$ cat config.mk
export PLATFORM = sky130hd
export DESIGN_NAME = updown_modn_counter_flat
export DESIGN_NICKNAME = d
export VERILOG_FILES = /design/src/rtl/counter_pkg.sv /design/src/rtl/updown_modn_counter_if.sv /design/src/rtl/updown_modn_counter.sv /design/src/flat_wrapper.sv
export SDC_FILE = /design/constraint.sdc
export NUM_CORES = 1
export LEC_CHECK = 0
export ABC_AREA = 1
export CORE_MARGIN = 1.5
export CORE_UTILIZATION = 30
export DETAILED_ROUTE_END_ITERATION = 12
export PLACE_DENSITY = 0.65
export SETUP_SLACK_MARGIN = 0.5
export SLEW_MARGIN = 20
export SYNTH_ARGS = -nofsm -noshare
export SYNTH_HDL_FRONTEND = slang
export SYNTH_SLANG_ARGS = --single-unit
$ cat constraint.sdc
create_clock -name clock -period 1.3 [get_ports clock]
set_input_delay 0.26 -clock clock [delete_from_list [all_inputs] [get_ports clock]]
set_output_delay 0.26 -clock clock [all_outputs]
set_load 0.02 [all_outputs]
$ cat src/rtl/counter_pkg.sv
// Shared counter helpers: direction encodings and the modulo-N next-value function,
// written at a fixed maximum width so counters of any WIDTH up to 32 bits can reuse it.
package counter_pkg;

    localparam logic COUNT_UP   = 1'b0;
    localparam logic COUNT_DOWN = 1'b1;

    localparam int unsigned ModnMaxWidth = 32;

    typedef logic [ModnMaxWidth:0] modn_val_t;

    typedef struct packed {
        modn_val_t value;
        logic      wrap;
    } modn_res_t;

    // One count step in the range 0..modulus-1; wrap flags a carry or borrow.
    function automatic modn_res_t modn_next(input modn_val_t value, input modn_val_t modulus,
                                            input logic mode, input logic sat);
        modn_res_t res;
        res.value = value;
        res.wrap  = 1'b0;
        if (mode == COUNT_DOWN) begin
            if (value != '0) begin
                res.value = value - modn_val_t'(1);
            end else if (!sat) begin
                res.value = modulus - modn_val_t'(1);
                res.wrap  = 1'b1;
            end
        end else begin
            if (value + modn_val_t'(1) < modulus) begin
                res.value = value + modn_val_t'(1);
            end else if (!sat) begin
                res.value = '0;
                res.wrap  = 1'b1;
            end
        end
        return res;
    endfunction

endpackage

$ cat src/rtl/updown_modn_counter_if.sv
// Control and status bundle of the up/down modulo-N counter.
// UPDOWN_MODN_PROG_MOD_EN adds the runtime modulus write port (mod_we, mod_in).
interface updown_modn_counter_if #(
    parameter int unsigned WIDTH = 4
) ();

    logic             enable;
    logic             load;
    logic             mode;
    logic             sat;
    logic [WIDTH-1:0] data_in;
    logic [WIDTH-1:0] data_out;
    logic             tc;
    logic             wrap;
    logic             load_err;
`ifdef UPDOWN_MODN_PROG_MOD_EN
    logic             mod_we;
    logic [WIDTH:0]   mod_in;
`endif

    modport master (
        output enable, load, mode, sat, data_in,
`ifdef UPDOWN_MODN_PROG_MOD_EN
        output mod_we, mod_in,
`endif
        input  data_out, tc, wrap, load_err
    );

    modport slave (
        input  enable, load, mode, sat, data_in,
`ifdef UPDOWN_MODN_PROG_MOD_EN
        input  mod_we, mod_in,
`endif
        output data_out, tc, wrap, load_err
    );

endinterface

$ cat src/rtl/updown_modn_counter.sv
// Loadable up/down modulo-N counter with wrap/saturate, cascade pulses and load range check.
// Define UPDOWN_MODN_PROG_MOD_EN for a runtime-programmable modulus register.
module updown_modn_counter
    import counter_pkg::*;
#(
    parameter int unsigned WIDTH     = 4,
    parameter int unsigned MODULUS   = 12,
    parameter int unsigned RESET_VAL = 0
) (
    input logic                  clock,
    input logic                  reset,
    updown_modn_counter_if.slave bus
);

    typedef logic [WIDTH:0] ext_t;

    localparam ext_t ModConst = ext_t'(MODULUS);
    localparam ext_t One      = ext_t'(1);

    logic [WIDTH-1:0] count_q, count_d;
    logic             wrap_q, wrap_d;
    logic             err_q, err_d;
    ext_t             cur_mod;
    ext_t             count_ext;
    ext_t             mod_m1;
    modn_res_t        step;
    logic             unused_step_hi;

`ifdef UPDOWN_MODN_PROG_MOD_EN
    localparam ext_t MaxMod = {1'b1, {WIDTH{1'b0}}};
    localparam ext_t Two    = ext_t'(2);

    ext_t mod_q, mod_d;

    assign cur_mod = mod_q;
`else
    assign cur_mod = ModConst;
`endif

    // Widened by one bit so MODULUS = 2**WIDTH compares without overflow.
    assign count_ext = {1'b0, count_q};
    assign mod_m1    = cur_mod - One;

    assign step = modn_next(modn_val_t'(count_ext), modn_val_t'(cur_mod), bus.mode, bus.sat);
    assign unused_step_hi = ^step.value[ModnMaxWidth:WIDTH];

    always_comb begin
        count_d = count_q;
        wrap_d  = 1'b0;
        err_d   = 1'b0;
`ifdef UPDOWN_MODN_PROG_MOD_EN
        mod_d   = mod_q;
        if (bus.mod_we) begin
            if (bus.mod_in < Two || bus.mod_in > MaxMod) begin
                err_d = 1'b1;
            end else begin
                mod_d = bus.mod_in;
                if (count_ext >= bus.mod_in) begin
                    count_d = WIDTH'(bus.mod_in - One);
                end
            end
        end else
`endif
        if (bus.load) begin
            if ({1'b0, bus.data_in} < cur_mod) begin
                count_d = bus.data_in;
            end else begin
                count_d = WIDTH'(mod_m1);
                err_d   = 1'b1;
            end
        end else if (bus.enable) begin
            count_d = step.value[WIDTH-1:0];
            wrap_d  = step.wrap;
        end
    end

    always_ff @(posedge clock or posedge reset) begin
        if (reset) begin
            count_q <= WIDTH'(RESET_VAL);
            wrap_q  <= 1'b0;
            err_q   <= 1'b0;
`ifdef UPDOWN_MODN_PROG_MOD_EN
            mod_q   <= ModConst;
`endif
        end else begin
            count_q <= count_d;
            wrap_q  <= wrap_d;
            err_q   <= err_d;
`ifdef UPDOWN_MODN_PROG_MOD_EN
            mod_q   <= mod_d;
`endif
        end
    end

    assign bus.data_out = count_q;
    assign bus.wrap     = wrap_q;
    assign bus.load_err = err_q;
    assign bus.tc       = (bus.mode == COUNT_UP) ? (count_ext == mod_m1) : (count_q == '0);

endmodule

$ cat src/flat_wrapper.sv
// flat-port wrapper written by rule: the top's interface ports become plain ports
module updown_modn_counter_flat import counter_pkg::*;
#(
    parameter int unsigned WIDTH     = 4,
    parameter int unsigned MODULUS   = 12,
    parameter int unsigned RESET_VAL = 0
)
  (clock, reset, bus_enable, bus_load, bus_mode, bus_sat, bus_data_in, bus_data_out, bus_tc, bus_wrap, bus_load_err);
  updown_modn_counter_if #(.WIDTH(WIDTH)) bus_i ();
  input logic clock;
  input logic reset;
  input wire logic [$bits(bus_i.enable)-1:0] bus_enable;
  input wire logic [$bits(bus_i.load)-1:0] bus_load;
  input wire logic [$bits(bus_i.mode)-1:0] bus_mode;
  input wire logic [$bits(bus_i.sat)-1:0] bus_sat;
  input wire logic [$bits(bus_i.data_in)-1:0] bus_data_in;
  output wire logic [$bits(bus_i.data_out)-1:0] bus_data_out;
  output wire logic [$bits(bus_i.tc)-1:0] bus_tc;
  output wire logic [$bits(bus_i.wrap)-1:0] bus_wrap;
  output wire logic [$bits(bus_i.load_err)-1:0] bus_load_err;
  assign bus_i.enable = bus_enable;
  assign bus_i.load = bus_load;
  assign bus_i.mode = bus_mode;
  assign bus_i.sat = bus_sat;
  assign bus_i.data_in = bus_data_in;
  assign bus_data_out = bus_i.data_out;
  assign bus_tc = bus_i.tc;
  assign bus_wrap = bus_i.wrap;
  assign bus_load_err = bus_i.load_err;
  updown_modn_counter #(.WIDTH(WIDTH), .MODULUS(MODULUS), .RESET_VAL(RESET_VAL)) u_core (.clock(clock), .reset(reset), .bus(bus_i));
endmodule
# --- Yosys cells after proc, flatten, opt, wreduce, memory -nomap -nowiden ---
# Index checks and enable logic that the tools add are counted.
totals:
  reg_bits: 6
  input_bits: 10
  out_inout_bits: 7
  word_cells: 29
op_classes:
  add_sub_neg: 2
  n_lt_le_gt_ge: 2
  eq_ne: 3
  muxes: 15
  reduce_logical: 4
ops:
  columns: ["op", "count"]
  rows:
  - ["$mux W4", 5]
  - ["$mux W5", 3]
  - ["$ne A4 B3 Y1 const B", 2]
  - ["$mux W1", 7]
  - ["$add A4 B1 Y5 const B", 1]
  - ["$lt A5 B4 Y1 const B", 1]
  - ["$reduce_bool A5 Y1", 1]
  - ["$eq A4 B4 Y1 const B", 1]
  - ["$logic_not A4 Y1", 1]
  - ["$lt A4 B4 Y1 const B", 1]
  - ["$sub A4 B1 Y4 const B", 1]
  - ["$reduce_and A3 Y1", 1]
  - ["$reduce_bool A2 Y1", 1]

# --- Depth between registers and ports, before layout ---
# Gate-level depths: netlist of the first run.
logic_depth:
  depth_word: 6
  depth_mapped: 11
  ltp_nobuf: 11

# --- Worst setup path after synthesis of the first run ---
# No wires, ideal clock.
synth_timing:
  path_type: "flip-flop to output port"
  startpoint: "register u_core.count_q[0], in the netlist u_core.bus.data_out[0]"
  endpoint: "output port bus_tc"
  t_arrival_ps: 1349
  required_time_ps: 1040
  setup_slack_ps: -309
  stages_incl_launch_ff: 7
  n_path_buf: 0
  cell_sequence: "dfrtp_1 > inv_1 > ha_1 > nand2_1 > nor2_2 > nand2_1 > o21ai_0"
synth_between:
  elab_chain_len: 2
  elab_cells_between_ends: 3
  classes_between: "1 x eq/ne; 1 x mux; 1 x reduce/logical"
synth_rtl:
  columns: ["item", "line_no", "text"]
  rows:
  - ["from (decl)", "updown_modn_counter.sv:20", "logic [WIDTH-1:0] count_q, count_d;"]
  - ["from (signal assigned)", "updown_modn_counter.sv:79", "count_q <= WIDTH'(RESET_VAL);"]
  - ["from (signal assigned)", "updown_modn_counter.sv:86", "count_q <= count_d;"]
  - ["$eq A4 B4 Y1 / $logic_not A4 Y1 (equally long branches)", "updown_modn_counter.sv:98", "assign bus.tc = (bus.mode == COUNT_UP) ? (count_ext == mod_m1) : (count_q == '0);"]
  - ["$mux W1 *", "updown_modn_counter.sv:98", null]
  - ["to (decl)", "flat_wrapper.sv:18", "output wire logic [$bits(bus_i.tc)-1:0] bus_tc;"]
# Mark *: on every way between the ends. The rest lies on a longest branch, timed or not.

# --- Worst setup path in the final report of the first run ---
layout_timing:
  startpoint: "register u_core.count_q[0], in the netlist u_core.bus.data_out[0]"
  endpoint: "register u_core.count_q[0], in the netlist u_core.bus.data_out[0]"
layout_between:
  elab_chain_len: 6
  elab_cells_between_ends: 12
  classes_between: "2 x add/sub; 1 x order compare; 2 x eq/ne; 5 x mux; 2 x reduce/logical"
layout_rtl:
  columns: ["item", "line_no", "text"]
  rows:
  - ["$add A4 B1 Y5", "counter_pkg.sv:31", "if (value + modn_val_t'(1) < modulus) begin"]
  - ["$lt A5 B4 Y1", "counter_pkg.sv:31", null]
  - ["$mux W4", "counter_pkg.sv:31", null]
  - ["$mux W5", "counter_pkg.sv:23", "if (mode == COUNT_DOWN) begin"]
  - ["$mux W4", "updown_modn_counter.sv:71", "end else if (bus.enable) begin"]
  - ["$mux W4", "updown_modn_counter.sv:64", "if (bus.load) begin"]
# Parallel ways exist; a longest one is shown, timed or not. The select of a mux whose other input is x is not followed.
# A chain may end at the register's enable or synchronous reset.

==> results of run 1 <==
[state kept, by name, summed over array words and instances, names as in the netlist]
name                 cells
u_core.bus.load_err      1
u_core.bus.data_out      4
u_core.bus.wrap          1
[metrics by stage]
| stage | instances | cell area [sq um] | hold slack [ns] |
|---|---|---|---|
| 6_report | 167 | 1150 | 0.237 |
| 5_1_grt | 167 | 1150 | 0.245 |
| 4_1_cts | 166 | 1110 | 0.229 |
| 3_5_place_dp | 151 | 957 | 0.492 |
| 3_3_place_gp | 151 | 957 | 0.483 |
| 2_1_floorplan | 91 | 627 | 0.0508 |
[synth_stat cells]
cell      n
dfrtp_1   6
nand4_1   3
nor2_2    1
o21a_1    1
nor3b_1   1
inv_1     9
nand3_1   7
nand3_2   1
xnor2_1   1
o21ai_0   5
nand2_2   2
ha_1      3
nand2_1  32
a41oi_1   1
buf_6     1
inv_2     2
o21ai_1   1
a21oi_1   5
nor2_1    8
buf_4     1
[layout make-up]
class	instances	area (sq um)	share of cell area, %
multi-input combinational	72	449	38.9
clock buffer	4	26.3	2.28
sequential	6	154	13.3
inverter	11	43.8	3.80
timing repair buffer	49	449	38.9
tap	25	31.3	2.71
[layer usage]
metal	track usage (%)	part of all wire, %
met1	24.0	44
met2	36.1	52
met3	4.71	2.8
met4	3.43	0.78
met5	0	0
[where the power goes]
part / internal (mW) / switching, mW
Combinational: 0.605 / 0.510
Clock: 0.117 / 0.0736
Sequential: 0.226 / 0.0303
[critical path, delay by kind of cell, from the launching register on]
| kind | cells | cell delay [ns] |
|---|---|---|
| flip-flops | 1 | 0.42 |
| AND/OR/NAND/NOR | 6 | 0.42 |
| buffers and inverters | 4 | 0.35 |
| adder cells (fa/ha/maj) | 1 | 0.15 |
| XOR/XNOR | 1 | 0.11 |
[what timing repair did]
action / 4_1_cts / 5_1_grt
pin swaps: 6 / 3
endpoints found under the hold margin: 0 / 0
gates resized for setup: 56 / 8
endpoints found under the setup margin: 13 / 12
buffers inserted: 11 / 1
[worst max-delay path by stage]
stage                                       start                                 end  slack, ns  cells past startpoint
6_report       u_core.bus.data_out[0]$_DFFE_PP0P_  u_core.bus.data_out[0]$_DFFE_PP0P_      -0.28                     12
5_1_grt        u_core.bus.data_out[0]$_DFFE_PP0P_  u_core.bus.data_out[1]$_DFFE_PP0P_      -0.37                     12
4_1_cts        u_core.bus.data_out[1]$_DFFE_PP0P_  u_core.bus.data_out[0]$_DFFE_PP0P_      -0.28                     12
3_5_place_dp                             bus_mode                              bus_tc      -0.52                      4
3_3_place_gp                             bus_mode                              bus_tc      -0.51                      4
2_1_floorplan  u_core.bus.data_out[1]$_DFFE_PP0P_  u_core.bus.data_out[0]$_DFFE_PP0P_      -0.12                     11
[cells in the final DEF, fill, tap and decap left out, types with 3 or more instances in the layout]
master           count
a21oi_1              4
dfrtp_1              3
nand2_2              7
inv_2                4
o21ai_0              3
dfrtp_2              3
buf_6               16
clkbuf_4             3
inv_1                6
clkdlybuf4s50_1      8
nand2_1             25
nor2_1               8
nand3_1              7
nand4_1              3
buf_4               24
[cells by family (layout without fill, tap and decap cells)]
| family | after synthesis | after routing | share of synthesized area, % |
|---|---|---|---|
| DFF | 6 | 6 | 26.4 |
| buffers and inverters | 13 | 64 | 10.6 |
| AOI/OAI and AO/OA | 13 | 13 | 12.6 |
| xor gates and xnor gates | 1 | 1 | 1.54 |
| adders and majority gates | 3 | 3 | 6.61 |
| and+or+nand+nor | 55 | 55 | 42.3 |
==> flow_metrics.tcl, run 1 <==
set metrics [dict create \
    outcome "finished with violations" \
    violations "negative setup slack" \
    rsz0062_at_grt "true" \
    leakagePower_nw 0.577 \
    synth_top_cell_by_area "dfrtp_1" \
    grt_max_degree 8 \
    crit_top_cell "nand2_2" \
    r2r_cells 12 \
    cts.sinks 6 \
    setup_tns_ns -1.62 \
    final_nets 156 \
    grt_pass1_vias 709 \
    synth.cell_area_sq_um 568 \
    max-vdd-ir-drop_mv 0.578 \
    timing.critical_path.cells "buf_6 > ha_4 > buf_6 > xnor2_4 > inv_1 > nand2_1 > nand2_2 > nand3_2 > nand2_4 > inv_4 > nand2_2 > nand2_2" \
    drive_above_1_share_pct 47.9 \
    maxSlewViolCount 0 \
    clock_latency_ns 0.25 \
    vias_per_cell 4.57 \
    drt_pass1_iterations 4 \
    cts_made_buffers 3 \
    cts_htree_levels 1 \
    initial_core_util_pct 32.5 \
    area_growth_pct 103 \
    min_path_type "in -> async" \
    grt_pass1_wl_um 3040 \
    wire_per_inst_um 10.8 \
    start_kind "flip-flop" \
    antenna_found_initial 0 \
    finalClockSkew_ns 0.0107 \
    hold_buffers 0 \
    fin_ws_ns -0.280 \
    setup_viol 7 \
    grt-ovfl-total 0 \
    clk_path_buf_depth 2 \
    critPathMaxFanout 6 \
    critical_path_arrival_ns 1.72 \
    powerDensity_nw_per_um2 1350 \
    synth-warning-count 0 \
    drtAntennaViolNets 0 \
    ys_seq_area_share_pct 26.4 \
    total_power_mw 1.56 \
    gp_congestion 0.853 \
    clkSlewWorstSetupHoldPaths_ns 0.05 \
    worstMarginPinSlew_ns 0.241 \
    regToRegSetupSlack_ns -0.28 \
    max_freq_mhz 633 \
    synth_top_area_share_pct 26.4 \
    avgSynthCellArea_sq_um 6.24 \
    crit_slowest_cell "dfrtp_2" \
    period_needed_ns 1.58 \
    crit_required_ns 1.44 \
    dp_hpwl_um 1340 \
    synth.distinct_cells 20 \
    finalCritPeriodShare_pct 122 \
    initialDrtViolationCount 16 \
    timing.rr.end "u_core.bus.data_out[0]$_DFFE_PP0P_" \
    max-cap-violations 0 \
    endpoint_kind "flip-flop" \
    num_vias 763 \
    preCtsSetupSlack_ns -0.517 \
    relSlewSlack_pct 83.9 \
    synthCells 91 \
    fin_util_pct 66.1 \
    cts_tree "yes" \
    die-area_sq_um 2160 \
    antenna_cells 0 \
    drc 0 \
    finalWirelength_um 1800 \
    max_stage_delay_ns 0.42 \
    hold_viol 0 \
    fp.dieH_um 46.5 \
    syn-num-nets 104 \
    r2r-start "u_core.bus.data_out[0]$_DFFE_PP0P_" \
    nFillCells 150 \
    portBuffers 16 \
    synth_area_leaders "dfrtp_1, nand2_1, ha_1" \
    crit_type "reg -> reg" \
    rows 15 \
    grt_use_total_pct 20.0 \
    chipWidth_um 46.5 \
    core_sq_um 1750 \
    synth_seq_cells 6 \
    root_buffer "clkbuf_4" \
    ios 17 \
]
Power figures use the tool's default switching activity.
==> run 2, diff against run 1 <==
--- a/config.mk
+++ b/config.mk
@@ -10,7 +10,7 @@
 export CORE_UTILIZATION = 30
 export DETAILED_ROUTE_END_ITERATION = 12
 export PLACE_DENSITY = 0.65
-export SETUP_SLACK_MARGIN = 0.5
+export SETUP_SLACK_MARGIN = 0.05
 export SLEW_MARGIN = 20
 export SYNTH_ARGS = -nofsm -noshare
 export SYNTH_HDL_FRONTEND = slang
==> run 2 against run 1 <==
Compared with the run above: the flow still finishes with violations (negative setup slack); power shrank 3.1%; global-route usage shrank 0.32 points; routed wire length shrank 2.1%; die area is the same; sequential power is essentially flat; first-iteration DRC count grew 19%; hold slack is essentially flat; via count is the same; critical endpoint unchanged.
==> flow_metrics.tcl, run 2 (synthesized netlist as in run 1, its figures left out) <==
set metrics [dict create \
    max_stage_delay_ns 0.41 \
    critical_path_arrival_ns 1.73 \
    crit_type "reg -> reg" \
    finalClockSkew_ns 0.0115 \
    drive_above_1_share_pct 45.4 \
    drt_pass1_iterations 4 \
    r2r_cells 12 \
    rows 15 \
    crit_slowest_cell "dfrtp_2" \
    crit_top_cell "nand2_2" \
    worstMarginPinSlew_ns 0.238 \
    fin_ws_ns -0.288 \
    grt_use_total_pct 19.7 \
    final_nets 155 \
    gp_congestion 0.853 \
    cts_made_buffers 3 \
    total_power_mw 1.51 \
    setup_viol 8 \
    cts_htree_levels 1 \
    finalCritPeriodShare_pct 122 \
    period_needed_ns 1.59 \
    maxSlewViolCount 0 \
    grt_pass1_wl_um 2990 \
    num_vias 763 \
    largest_reg_flops 4 \
    cts.sinks 6 \
    drc 0 \
    cts_tree "yes" \
    max_freq_mhz 630 \
    setup_tns_ns -1.70 \
    min_path_type "in -> async" \
    area_growth_pct 98.0 \
    antenna_found_initial 0 \
    finalWirelength_um 1770 \
    die-area_sq_um 2160 \
    grt_max_degree 8 \
    max-vdd-ir-drop_mv 0.582 \
    core_sq_um 1750 \
    fp.dieH_um 46.5 \
    holdWs_ns 0.237 \
    clock_latency_ns 0.25 \
    grt_pass1_vias 703 \
    grt-ovfl-total 0 \
    initialDrtViolationCount 19 \
    antenna_cells 0 \
    critPathTopFamily "simple AND/OR/NAND/NOR gates" \
    leakagePower_nw 0.571 \
    relSlewSlack_pct 84.1 \
    ios 17 \
    crit_required_ns 1.44 \
    critPathMaxFanout 6 \
    hold_viol 0 \
    portBuffers 16 \
    dp_hpwl_um 1340 \
    wire_per_inst_um 10.6 \
    root_buffer "clkbuf_4" \
    final_common_cell "buf_4" \
    vias_per_cell 4.60 \
    regToRegSetupSlack_ns -0.29 \
    final_cell_mix "buf_4, nand2_1, buf_6" \
    preCtsSetupSlack_ns -0.517 \
    timing.critical_path.cells "buf_6 > ha_4 > buf_6 > xnor2_4 > inv_1 > nand2_1 > nand2_2 > nand3_2 > nand2_4 > inv_4 > nand2_2 > nand2_2" \
    rsz0062_at_grt "true" \
    chipWidth_um 46.5 \
    placed_cell_area_sq_um 957 \
    initial_core_util_pct 32.5 \
    crit_buf_inv 4 \
    endpoint_kind "flip-flop" \
    fin_area_sq_um 1120 \
    max-cap-violations 0 \
    timing.rr.end "u_core.bus.data_out[0]$_DFFE_PP0P_" \
    outcome "finished with violations" \
    clkSlewWorstSetupHoldPaths_ns 0.05 \
    r2r-start "u_core.bus.data_out[1]$_DFFE_PP0P_" \
    violations "negative setup slack" \
    clk_path_buf_depth 2 \
    powerDensity_nw_per_um2 1340 \
    start_kind "flip-flop" \
    drtAntennaViolNets 0 \
]
run 2: layout make-up:
cell class | instances | area, sq um
fill | 158 | 621
multi-input combinational | 72 | 449
timing repair buffer | 48 | 420
sequential | 6 | 154
inverter | 11 | 43.8
tap | 25 | 31.3
clock buffer | 4 | 26.3
run 2: worst max path at each step:
stage                                        from                                  to  depth (start not counted)
3_3_place_gp                             bus_mode                              bus_tc                          4
5_1_grt        u_core.bus.data_out[0]$_DFFE_PP0P_  u_core.bus.data_out[1]$_DFFE_PP0P_                         12
2_1_floorplan  u_core.bus.data_out[1]$_DFFE_PP0P_  u_core.bus.data_out[0]$_DFFE_PP0P_                         11
6_report       u_core.bus.data_out[1]$_DFFE_PP0P_  u_core.bus.data_out[0]$_DFFE_PP0P_                         12
3_5_place_dp                             bus_mode                              bus_tc                          4
4_1_cts        u_core.bus.data_out[1]$_DFFE_PP0P_  u_core.bus.data_out[0]$_DFFE_PP0P_                         12
run 2: worst reg2reg max path: stages, from the launching register on:
cell     delay [ns]
dfrtp_2        0.41
buf_6          0.13
ha_4           0.16
buf_6          0.12
xnor2_4        0.11
inv_1          0.05
nand2_1        0.05
nand2_2        0.08
nand3_2        0.08
nand2_4        0.13
inv_4          0.05
nand2_2        0.06
nand2_2        0.05
run 2: where the power goes:
| group | leakage [nW] | switching (mW) | internal, mW |
|---|---|---|---|
| clock network | 0.0150 | 0.0742 | 0.117 |
| logic | 0.482 | 0.496 | 0.569 |
| registers | 0.0733 | 0.0299 | 0.225 |
run 2: stage by stage:
stage | instances | utilization (%)
finish | 166 | 64.4
detailed placement | 151 | 54.8
floorplan | 91 | -
global placement | 151 | 54.8
CTS | 165 | 62.4
global route | 166 | 64.4
run 2: what timing repair did:
item	CTS	global route
pin swaps	6	3
hold buffers	0	0
endpoints found under the hold margin	0	0
endpoints found under the setup margin	12	10
buffers inserted	10	2
resized for setup	39	8
run 2: routing by layer:
| metal | vias to the layer above | share of wire, % | track usage (%) |
|---|---|---|---|
| met5 | - | 0 | 0 |
| met4 | 0 | 0 | 3.43 |
| met3 | 0 | 3.1 | 4.71 |
| met2 | 17 | 53 | 35.0 |
| met1 | 351 | 44 | 24.0 |
| li1 | 395 | - | - |
==> run 3, diff against run 2 <==
--- a/config.mk
+++ b/config.mk
@@ -10,7 +10,6 @@
 export CORE_UTILIZATION = 30
 export DETAILED_ROUTE_END_ITERATION = 12
 export PLACE_DENSITY = 0.65
-export SETUP_SLACK_MARGIN = 0.05
 export SLEW_MARGIN = 20
 export SYNTH_ARGS = -nofsm -noshare
 export SYNTH_HDL_FRONTEND = slang
==> run 3 against run 2 <==
Compared with the run above: largest cell class unchanged; register-to-register slack lost 0.04 ns; count of clock-buffer cells in the layout is the same; combinational power shrank 4%; the flow still finishes with violations (negative setup slack); final cell count shrank 1.8%; clock power shrank 6%; sequential share of layout area grew 0.22 points; hold slack lost 0.0037 ns; power shrank 2.4%; critical path depth is the same.
==> flow_metrics.tcl, run 3 (synthesized netlist as in run 1, its figures left out) <==
set metrics [dict create \
    fin_ws_ns -0.329 \
    clkSlewWorstSetupHoldPaths_ns 0.05 \
    worstMarginPinSlew_ns 0.272 \
    initialDrtViolationCount 8 \
    cts_tree "yes" \
    finalWirelength_um 1860 \
    dp_hpwl_um 1410 \
    vias_per_cell 4.63 \
    rsz0062_at_grt "true" \
    powerDensity_nw_per_um2 1330 \
    regToRegSetupSlack_ns -0.33 \
    setup_viol 6 \
    finalClockSkew_ns 0.00630 \
    endpoint_kind "flip-flop" \
    timing.rr.end "u_core.bus.data_out[0]$_DFFE_PP0P_" \
    relSlewSlack_pct 81.8 \
    drt_pass1_iterations 4 \
    num_vias 755 \
    max-cap-violations 0 \
    crit_slowest_cell "dfrtp_2" \
    ios 17 \
    crit_type "reg -> reg" \
    r2r_cells 12 \
    preCtsSetupSlack_ns -0.498 \
    leakagePower_nw 0.554 \
    min_path_type "in -> async" \
    grt_pass1_vias 674 \
    crit_top_cell "nand2_2" \
    start_kind "flip-flop" \
    core_sq_um 1750 \
    period_needed_ns 1.63 \
    root_buffer "clkbuf_4" \
    outcome "finished with violations" \
    clock_latency_ns 0.24 \
    r2r-start "u_core.bus.data_out[1]$_DFFE_PP0P_" \
    fin_area_sq_um 1110 \
    grt_max_degree 9 \
    portBuffers 16 \
    final_nets 152 \
    drc 0 \
    area_growth_pct 94.9 \
    cts_made_buffers 3 \
    grt_pass1_wl_um 2820 \
    cts_htree_levels 1 \
    grt-ovfl-total 0 \
    maxSlewViolCount 0 \
    antenna_found_initial 0 \
    crit_required_ns 1.43 \
    clk_path_buf_depth 2 \
    gp_congestion 0.897 \
    hold_buffers 0 \
    timing.critical_path.cells "buf_6 > ha_4 > buf_6 > xnor2_4 > inv_1 > nand2_1 > nand2_2 > nand3_2 > nand2_4 > inv_4 > nand2_2 > nand2_2" \
    max_freq_mhz 614 \
    grt_use_total_pct 18.3 \
    max_stage_delay_ns 0.41 \
    cts.sinks 6 \
    die-area_sq_um 2160 \
    critical_path_arrival_ns 1.76 \
    critPathMaxFanout 6 \
    chipWidth_um 46.5 \
    antenna_cells 0 \
    drtAntennaViolNets 0 \
    fp.dieH_um 46.5 \
    largest_reg_flops 4 \
    drive_above_1_share_pct 45.7 \
    wire_per_inst_um 11.4 \
    hold_viol 0 \
    max-vdd-ir-drop_mv 0.740 \
    initial_core_util_pct 32.5 \
    violations "negative setup slack" \
    nFillCells 171 \
    finalCritPeriodShare_pct 125 \
    placed_cell_area_sq_um 977 \
    holdWs_ns 0.233 \
    final_cell_mix "nand2_1, buf_4, clkdlybuf4s50_1" \
    regArea_sq_um 154 \
    multi_input_area_sq_um 464 \
    rows 15 \
]
-- run 3: cell count changes in the layout (fill, tap and decap cells not counted), sizes merged --
| cell | delta |
|---|---|
| buf | -3 |
-- run 3: final cells by class --
cell class	count	share of cell area, %
timing repair buffer	45	35.0
inverter	11	3.95
clock buffer	4	2.37
sequential	6	13.9
multi-input combinational	72	41.9
tap	25	2.82
-- run 3: worst max-delay path by stage --
stage / from / endpoint / cells past startpoint
floorplan: u_core.bus.data_out[1]$_DFFE_PP0P_ / u_core.bus.data_out[0]$_DFFE_PP0P_ / 11
global placement: bus_mode / bus_tc / 4
detailed placement: bus_mode / bus_tc / 4
CTS: u_core.bus.data_out[1]$_DFFE_PP0P_ / u_core.bus.data_out[1]$_DFFE_PP0P_ / 12
global route: u_core.bus.data_out[0]$_DFFE_PP0P_ / u_core.bus.data_out[3]$_DFFE_PP0P_ / 12
finish: u_core.bus.data_out[1]$_DFFE_PP0P_ / u_core.bus.data_out[0]$_DFFE_PP0P_ / 12
-- run 3: stage by stage --
step / setup TNS [ns] / total power [mW] / util [%] / instances
floorplan: -0.517 / 0.724 / - / 91
global placement: -2.42 / 1.09 / 56.0 / 154
detailed placement: -2.61 / 1.12 / 56.0 / 154
CTS: -1.60 / 1.35 / 58.8 / 159
finish: -1.66 / 1.48 / 63.4 / 163
global route: -2.14 / 1.59 / 63.4 / 163
-- run 3: what timing repair did --
action	in CTS	in global routing
pin swaps	8	13
endpoints found under the setup margin	12	8
gates resized for setup	36	12
setup buffers	1	4
-- run 3: power by group --
group          leakage (nW)  internal [mW]  switching [mW]
logic                 0.466          0.530           0.501
clock network        0.0150          0.116          0.0633
registers            0.0733          0.226          0.0400
-- run 3: critical path, delay by kind of cell (launching register included) --
family,cells,cell delay (ns)
XOR/XNOR,1,0.11
AND/OR/NAND/NOR,6,0.49
buffers and inverters,4,0.35
adder cells (fa/ha/maj),1,0.15
flip-flops,1,0.41
-- run 3: metal layers --
metal | wire (um) | part of all wire, % | global-route usage, %
met1 | 807 | 43 | 23.7
met2 | 978 | 53 | 30.6
met3 | 43 | 2.3 | 1.57
met4 | 31 | 1.7 | 8.00
met5 | 0 | 0 | 0
